**src/rtl/cdec8_dbg_scan.sv**
```systemverilog
// Debug scanner: on trig walks resad 0x00-0x0F (2 cycles each), then sends A5, 16 bytes, checksum as UART 8N1.
// Latency trig->first start bit 33 cycles; no backpressure (trig ignored while busy, auto re-arms at frame end).
module cdec8_dbg_scan #(
  parameter int CLKS_PER_BIT = 434
) (
  input  logic       clock,
  input  logic       reset_N,
  input  logic       trig,
  input  logic       auto,
  output logic [7:0] resad,
  input  logic [7:0] resdt,
  input  logic [7:0] ext_state,
  input  logic [7:0] ext_signal,
  output logic       txd,
  output logic       busy,
  output logic       frame_done
);

  localparam int BW = $clog2(CLKS_PER_BIT);
  localparam logic [BW-1:0] BAUD_LAST = BW'(CLKS_PER_BIT - 1);

  typedef enum logic [1:0] {IDLE, CAPTURE, SEND, DONE} state_t;

  state_t          state, state_nxt;
  logic [4:0]      cnt;
  logic [15:0][7:0] snap;
  logic [7:0]      csum;
  logic [BW-1:0]   baud;
  logic [3:0]      bitn;
  logic [4:0]      byten;
  logic [7:0]      sel_dat;
  logic [7:0]      cur_byte;
  logic            cap_last;
  logic            tx_end;

  // 0x0B/0x0C are not driven on the bus, so resdt is never taken there
  always_comb begin
    sel_dat = resdt;
    if (cnt[4:1] == 4'hB)
      sel_dat = ext_state;
    else if (cnt[4:1] == 4'hC)
      sel_dat = ext_signal;
  end

  always_comb begin
    cur_byte = snap[4'(byten - 5'd1)];
    if (byten == 5'd0)
      cur_byte = 8'hA5;
    else if (byten == 5'd17)
      cur_byte = csum;
  end

  always_comb begin
    state_nxt = state;
    cap_last  = (cnt == 5'd31);
    tx_end    = (baud == BAUD_LAST) && (bitn == 4'd9) && (byten == 5'd17);
    case (state)
      IDLE:    if (trig) state_nxt = CAPTURE;
      CAPTURE: if (cap_last) state_nxt = SEND;
      SEND:    if (tx_end) state_nxt = DONE;
      DONE:    state_nxt = auto ? CAPTURE : IDLE;
      default: state_nxt = IDLE;
    endcase
  end

  always_ff @(posedge clock or negedge reset_N) begin
    if (!reset_N)
      state <= IDLE;
    else
      state <= state_nxt;
  end

  always_ff @(posedge clock or negedge reset_N) begin
    if (!reset_N) begin
      cnt   <= '0;
      snap  <= '0;
      csum  <= '0;
      baud  <= '0;
      bitn  <= '0;
      byten <= '0;
      txd   <= 1'b1;
    end else begin
      case (state)
        CAPTURE: begin
          cnt <= cnt + 5'd1;
          if (cnt[0]) begin
            snap[cnt[4:1]] <= sel_dat;
            csum           <= csum + sel_dat;
          end
          if (cap_last) begin
            txd   <= 1'b0;
            baud  <= '0;
            bitn  <= '0;
            byten <= '0;
          end
        end
        SEND: begin
          if (baud == BAUD_LAST) begin
            baud <= '0;
            if (bitn == 4'd9) begin
              bitn <= '0;
              if (byten == 5'd17) begin
                txd <= 1'b1;
              end else begin
                byten <= byten + 5'd1;
                txd   <= 1'b0;
              end
            end else begin
              bitn <= bitn + 4'd1;
              txd  <= (bitn == 4'd8) ? 1'b1 : cur_byte[bitn[2:0]];
            end
          end else begin
            baud <= baud + BW'(1);
          end
        end
        default: begin
          cnt  <= '0;
          csum <= '0;
          txd  <= 1'b1;
        end
      endcase
    end
  end

  assign resad      = (state == CAPTURE) ? {4'h0, cnt[4:1]} : 8'h00;
  assign busy       = (state != IDLE);
  assign frame_done = (state == DONE);

endmodule

```
**config.mk**
```make
export PLATFORM = sky130hd
export DESIGN_NAME = cdec8_dbg_scan
export DESIGN_NICKNAME = d
export VERILOG_FILES = /design/src/rtl/cdec8_dbg_scan.sv
export SDC_FILE = /design/constraint.sdc
export NUM_CORES = 1
export LEC_CHECK = 0
export ABC_CLOCK_PERIOD_IN_PS = 4700
export CAP_MARGIN = 20
export CORE_ASPECT_RATIO = 0.6
export CORE_MARGIN = 1
export CORE_UTILIZATION = 29
export DETAILED_ROUTE_END_ITERATION = 8
export DONT_BUFFER_PORTS = 1
export SLEW_MARGIN = 30
export SYNTH_ARGS = -nofsm -noshare
export SYNTH_HDL_FRONTEND = slang
export SYNTH_SLANG_ARGS = --single-unit
export TNS_END_PERCENT = 20
```
**constraint.sdc**
```tcl
create_clock -name clock -period 4.7 [get_ports clock]
set_input_delay 0.94 -clock clock [delete_from_list [all_inputs] [get_ports clock]]
set_output_delay 0.94 -clock clock [all_outputs]
set_load 0.01 [all_outputs]
```
Yosys cells after proc, flatten, opt, wreduce, memory -nomap -nowiden
Cells that the tools add are included.

storage, ports and cells
  register bits = 162
  output and inout bits = 11
  input port bits = 28
  logic and storage cells = 103

operators by class
  add/subtract/negate cells = 6
  muxes and demuxes = 38
  reductions and logical operators = 14
  equal/unequal tests = 17
  bitwise logic cells = 1
  magnitude comparators = 4

operators by type and width
  operator               number
  $bwmux W128            1
  $mux W8                7
  $bmux W8 S4            1
  $demux W8 S4           1
  $mux W5                4
  $pmux W5 S2            2
  $mux W9                2
  $pmux W9 S2            1
  $eq A4 B4 Y1 const B   4
  $mux W4                4
  $pmux W8 S2            1
  $ne A2 B2 Y1 const B   7
  $add A5 B1 Y5 const B  2
  $eq A5 B5 Y1 const B   2
  $lt A4 B5 Y1 const B   2
  $add A9 B1 Y9 const B  1
  $eq A9 B9 Y1 const B   1
  $add A8 B8 Y8          1
  $pmux W2 S4            1
  $pmux W4 S2            1
  $reduce_and A2 Y1      4
  $mux W1                7
  $mux W2                3
  $reduce_and A3 Y1      2
  14 further kinds       18

Depth between registers and ports, before layout
  word-level depth = 11
  gate-level depth with buffers = 17
  depth with buffers taken out = 15

Least setup slack after synthesis
Ideal clock, no wire load.

  kind = register -> register
  start point = register cnt[4]
  end point = register csum[6]
  data arrival time = 3.163 ns
  slack = 1.471 ns
  required time = 4.634 ns
  stages on the path, launching flop included = 18
  cells stage by stage = dfrtp_1 buf_2 nand2_2 nor3_4 mux2i_1 a21o_1 inv_1 buf_2 ha_1 inv_1 fa_1 nor2b_1 o21ai_0 a21boi_0 o21a_1 nor3_1 o41ai_1 a22o_1

between the ends
  word-level cells in the longest chain between the ends = 6

ends and longest elaborated chain
  item                    RTL line  text
  start, declared         25        logic [4:0] cnt;
  start signal, assigned  85        cnt <= cnt + 5'd1;
  $eq A4 B4 Y1            41        else if (cnt[4:1] == 4'hC)
  $mux W8                 41
  $mux W8 (*)             39        if (cnt[4:1] == 4'hB)
  via sel_dat[0]          31        logic [7:0] sel_dat;
  $add A8 B8 Y8 (*)       88        csum <= csum + sel_dat;
  $mux W8 (*)             86        if (cnt[0]) begin
  $pmux W8 S2 (*)         83        case (state)
  end signal, assigned    88
  end, declared           27        logic [7:0] csum;

The timed path passes the listed nets; every way through them passes the cells marked *. The select of a mux whose other input is x is not followed.
A chain may end at the register's enable or synchronous reset.

Worst setup path after layout
  start point = register cnt[4]
  end point = register csum[6]

between the ends
  word-level cells in the longest chain between the ends = 6

ends and longest elaborated chain
  item               RTL line
  $eq A4 B4 Y1       41
  $mux W8            41
  $mux W8 (*)        39
  $add A8 B8 Y8 (*)  88
  $mux W8 (*)        86
  $pmux W8 S2 (*)    83

Mark *: on every way between the ends. The rest lies on a longest branch, timed or not. The select of a mux whose other input is x is not followed.

==> flow_summary.toml <==
[global_route]
grtUsageTotal_pct = 15.3
grt_pass1_wl_um = 34100
grt-ovfl-total = 0
antenna_found_initial = 0
grt_pass1_vias = 5458
grt_max_degree = 163

[timing]
hold_violations = 0
setup_tns_ns = 0
fmax_ghz = 0.252
final-setup-viol-count = 0
fin_crit_ns = 3.97
finalCritPeriodShare_pct = 84.5
rsz0062_at_grt = "false"
tightestPinTransition_ns = 0.855
slew_viol_final = 0
timing.hold.ws_ns = 0.195
fin_skew_ns = 0.00914
slew_headroom_pct = 43.0

[critical_path]
path_buf_inv = 1
cp.required_ns = 5.07
cp_top_family = "compound AO/OA/AOI/OAI gates"
cp_slowest_cell = "a21oi_1"
path_class = "flip-flop to flip-flop"
crit_fanout = 10
cpPeakStageDelay_ns = 0.65
worstPathCellList = "nand2_2 > nor3_4 > mux2i_1 > a21oi_1 > inv_1 > fa_1 > nor2b_1 > o21ai_0 > a21boi_0 > o21a_1 > nor3_1 > o41ai_1 > a22o_1"
startpoint_type = "flip-flop"
end_kind = "flip-flop"
worstPathArrival_ns = 4.34

[yosys]
async_reset_ff_share_pct = 100
syn_inst = 722
synth-compound-area-share_pct = 10.5
seq_area_frac_synth_pct = 48.0
synth-seq-cells = 162
synth.distinct_cells = 62
yosysTopAreaCell = "dfrtp_1"
synth.top_cells.by_count = "dfrtp_1 (161), mux2_2 (94), nand2_1 (81)"
syn_area_um2 = 8450
synth_edf_count = 0
synth_top_family_by_area = "multiplexers"
synthXorXnorAreaFrac_pct = 0.948
synthTopCellsByArea = "dfrtp_1 (48%), mux2_2 (13%), mux4_2 (8.5%), o21ai_0 (4.0%), nand2_1 (3.6%)"
synth_ff_type = "dfrtp_1"
synth_most_common_cell = "dfrtp_1"
avgSynthCellArea_um2 = 11.7
synth.area.mux_share_pct = 23.3
ys_warn_count = 0
yosys.area_share.simple_pct = 10.0
synth_top_area_share_pct = 47.7
synthAdderAreaFrac_pct = 3.20

[power]
p_comb_share_pct = 10.6
vdd_drop_max_v = 0.000258
p_leak_nw = 3.83
p_sw_share_pct = 24.4
clkPwrFrac_pct = 41.1
internal-power_mw = 2.43
power.density_nw_per_um2 = 345
seqPwrFrac_pct = 48.3
p_sw_uw = 785

[clock_tree]
ctsHoldBuffers = 0
clock_path_buffers = 2
cts_buffers = 17
worstSkewPairLatency_ns = 0.44
path_clk_slew_ns = 0.06
cts-root-buf = "clkbuf_16"
tritoncts = "built"
cts_resized = 0
clock_sinks = 162
cts-htree-levels = 4
postCtsSetupBuffers = 0

[flow_run]
drv_cap = 0

[placed_design]
dpl.hpwl_um = 15100
routabilityCongestion = 0.858
numPortBuffers = 0

[floorplanning]
die_w_um = 222
io_pins = 39
die_area_um2 = 29800
start_util_pct = 30.1
fp.dieH_um = 134
rows = 47
core-area_um2 = 28100

[drt]
routed_wl_um = 21800
wl_per_cell_um = 20.1
drtIter0Drc = 709
via_per_inst = 5.26
vias = 5710
first_pass_iters = 6
ant_nets = 0
drcViolationCount = 0

[final_layout]
diodes = 0
syn_to_final_growth_pct = 10.4
fin_nets = 757
nFillCells = 2825
drive_gt1_share_pct = 25.3

[outcome]
status = "completed"

[min_path]
hold_class = "input port to asynchronous set/reset pin"
power groups by stage:
stage | Sequential [mW] | Clock, mW | Combinational (mW)
2_1_floorplan | 1.55 | 0 | 0.274
3_3_place_gp | 1.57 | 0 | 0.328
4_1_cts | 1.55 | 1.35 | 0.334
3_5_place_dp | 1.57 | 0 | 0.333
6_report | 1.55 | 1.32 | 0.339
5_1_grt | 1.56 | 1.40 | 0.383
flip-flops by register name, summed over array words and instances, names as in the netlist:
register,flops
cnt,5
csum,8
byten,5
state,2
bitn,4
baud,9
snap,128
txd,1
cell type report:
| class | count | area, µm² | share of cell area (%) |
|---|---|---|---|
| Multi-Input combinational cell | 493 | 4100 | 44.0 |
| Clock buffer | 24 | 492 | 5.27 |
| Tap cell | 367 | 459 | 4.92 |
| Clock inverter | 6 | 55.1 | 0.590 |
| Timing Repair Buffer | 9 | 67.6 | 0.725 |
| Sequential cell | 162 | 4060 | 43.5 |
| Inverter | 25 | 93.8 | 1.01 |
per-layer routing:
metal | routed length [µm] | up-vias | GRT usage [%]
li1 | - | 2582 | -
met1 | 11700 | 2914 | 24.3
met2 | 8260 | 186 | 19.6
met3 | 1520 | 28 | 4.40
met4 | 320 | 0 | 4.21
met5 | 0 | - | 0
cell usage in the layout, fill, tap and decap left out, types with 4 or more instances in the layout:
master     instances
nand2b_1           9
clkinv_2           5
mux2_2            94
a21o_1            11
nor3_1             9
mux4_2            32
inv_1             25
a21oi_1           14
dfrtp_1          160
nor2b_1            8
o21ai_0           68
mux2i_1           19
nand3_1           12
xor2_1             4
clkbuf_16         17
a22o_1            10
and2_1             5
buf_4              9
conb_1             4
nand2_1           81
ha_1              20
nand4_1            5
clkbuf_8           4
nor2_2             8
nor2_1            23
path summary, 6_finish.rpt:
kind                            end  slack, ns  cells past startpoint    start
max in group asynchronous  byten[0]       4.17                      0  reset_N
setup / recovery            csum[6]       0.73                     13   cnt[4]
hold reg to reg             snap[4]       0.48                      2  snap[4]
min in group clock          snap[4]       0.48                      2  snap[4]
hold / removal              snap[6]       0.20                      0  reset_N
setup reg to reg            csum[6]       0.73                     13   cnt[4]
metrics by stage:
stage | instances | cell area [µm²] | setup WS [ns] | power [mW] | util [%]
6_report | 1086 | 9320 | 0.727 | 3.22 | 33.2
4_1_cts | 1086 | 9320 | 0.761 | 3.23 | 33.2
3_5_place_dp | 1056 | 8780 | 0.781 | 1.91 | 31.2
3_3_place_gp | 1056 | 8740 | 0.962 | 1.90 | 31.1
2_1_floorplan | 725 | 8460 | 1.47 | 1.83 | -
5_1_grt | 1086 | 9320 | 0.260 | 3.34 | 33.2
cells by family after synthesis:
kind of cell               after synthesis
buffers and inverters                   70
and+or+nand+nor                        178
DFF                                    162
other                                    1
xor gates and xnor gates                 7
AOI/OAI and AO/OA                      138
adders and majority gates               21
muxes                                  145
worst reg2reg max path: stages (launching register included):
cell	delay, ns
dfrtp_1	0.55
nand2_2	0.19
nor3_4	0.31
mux2i_1	0.13
a21oi_1	0.65
inv_1	0.37
fa_1	0.49
nor2b_1	0.15
o21ai_0	0.11
a21boi_0	0.25
o21a_1	0.16
nor3_1	0.05
o41ai_1	0.31
a22o_1	0.18
Note: power is estimated with default switching activity, not from simulation.
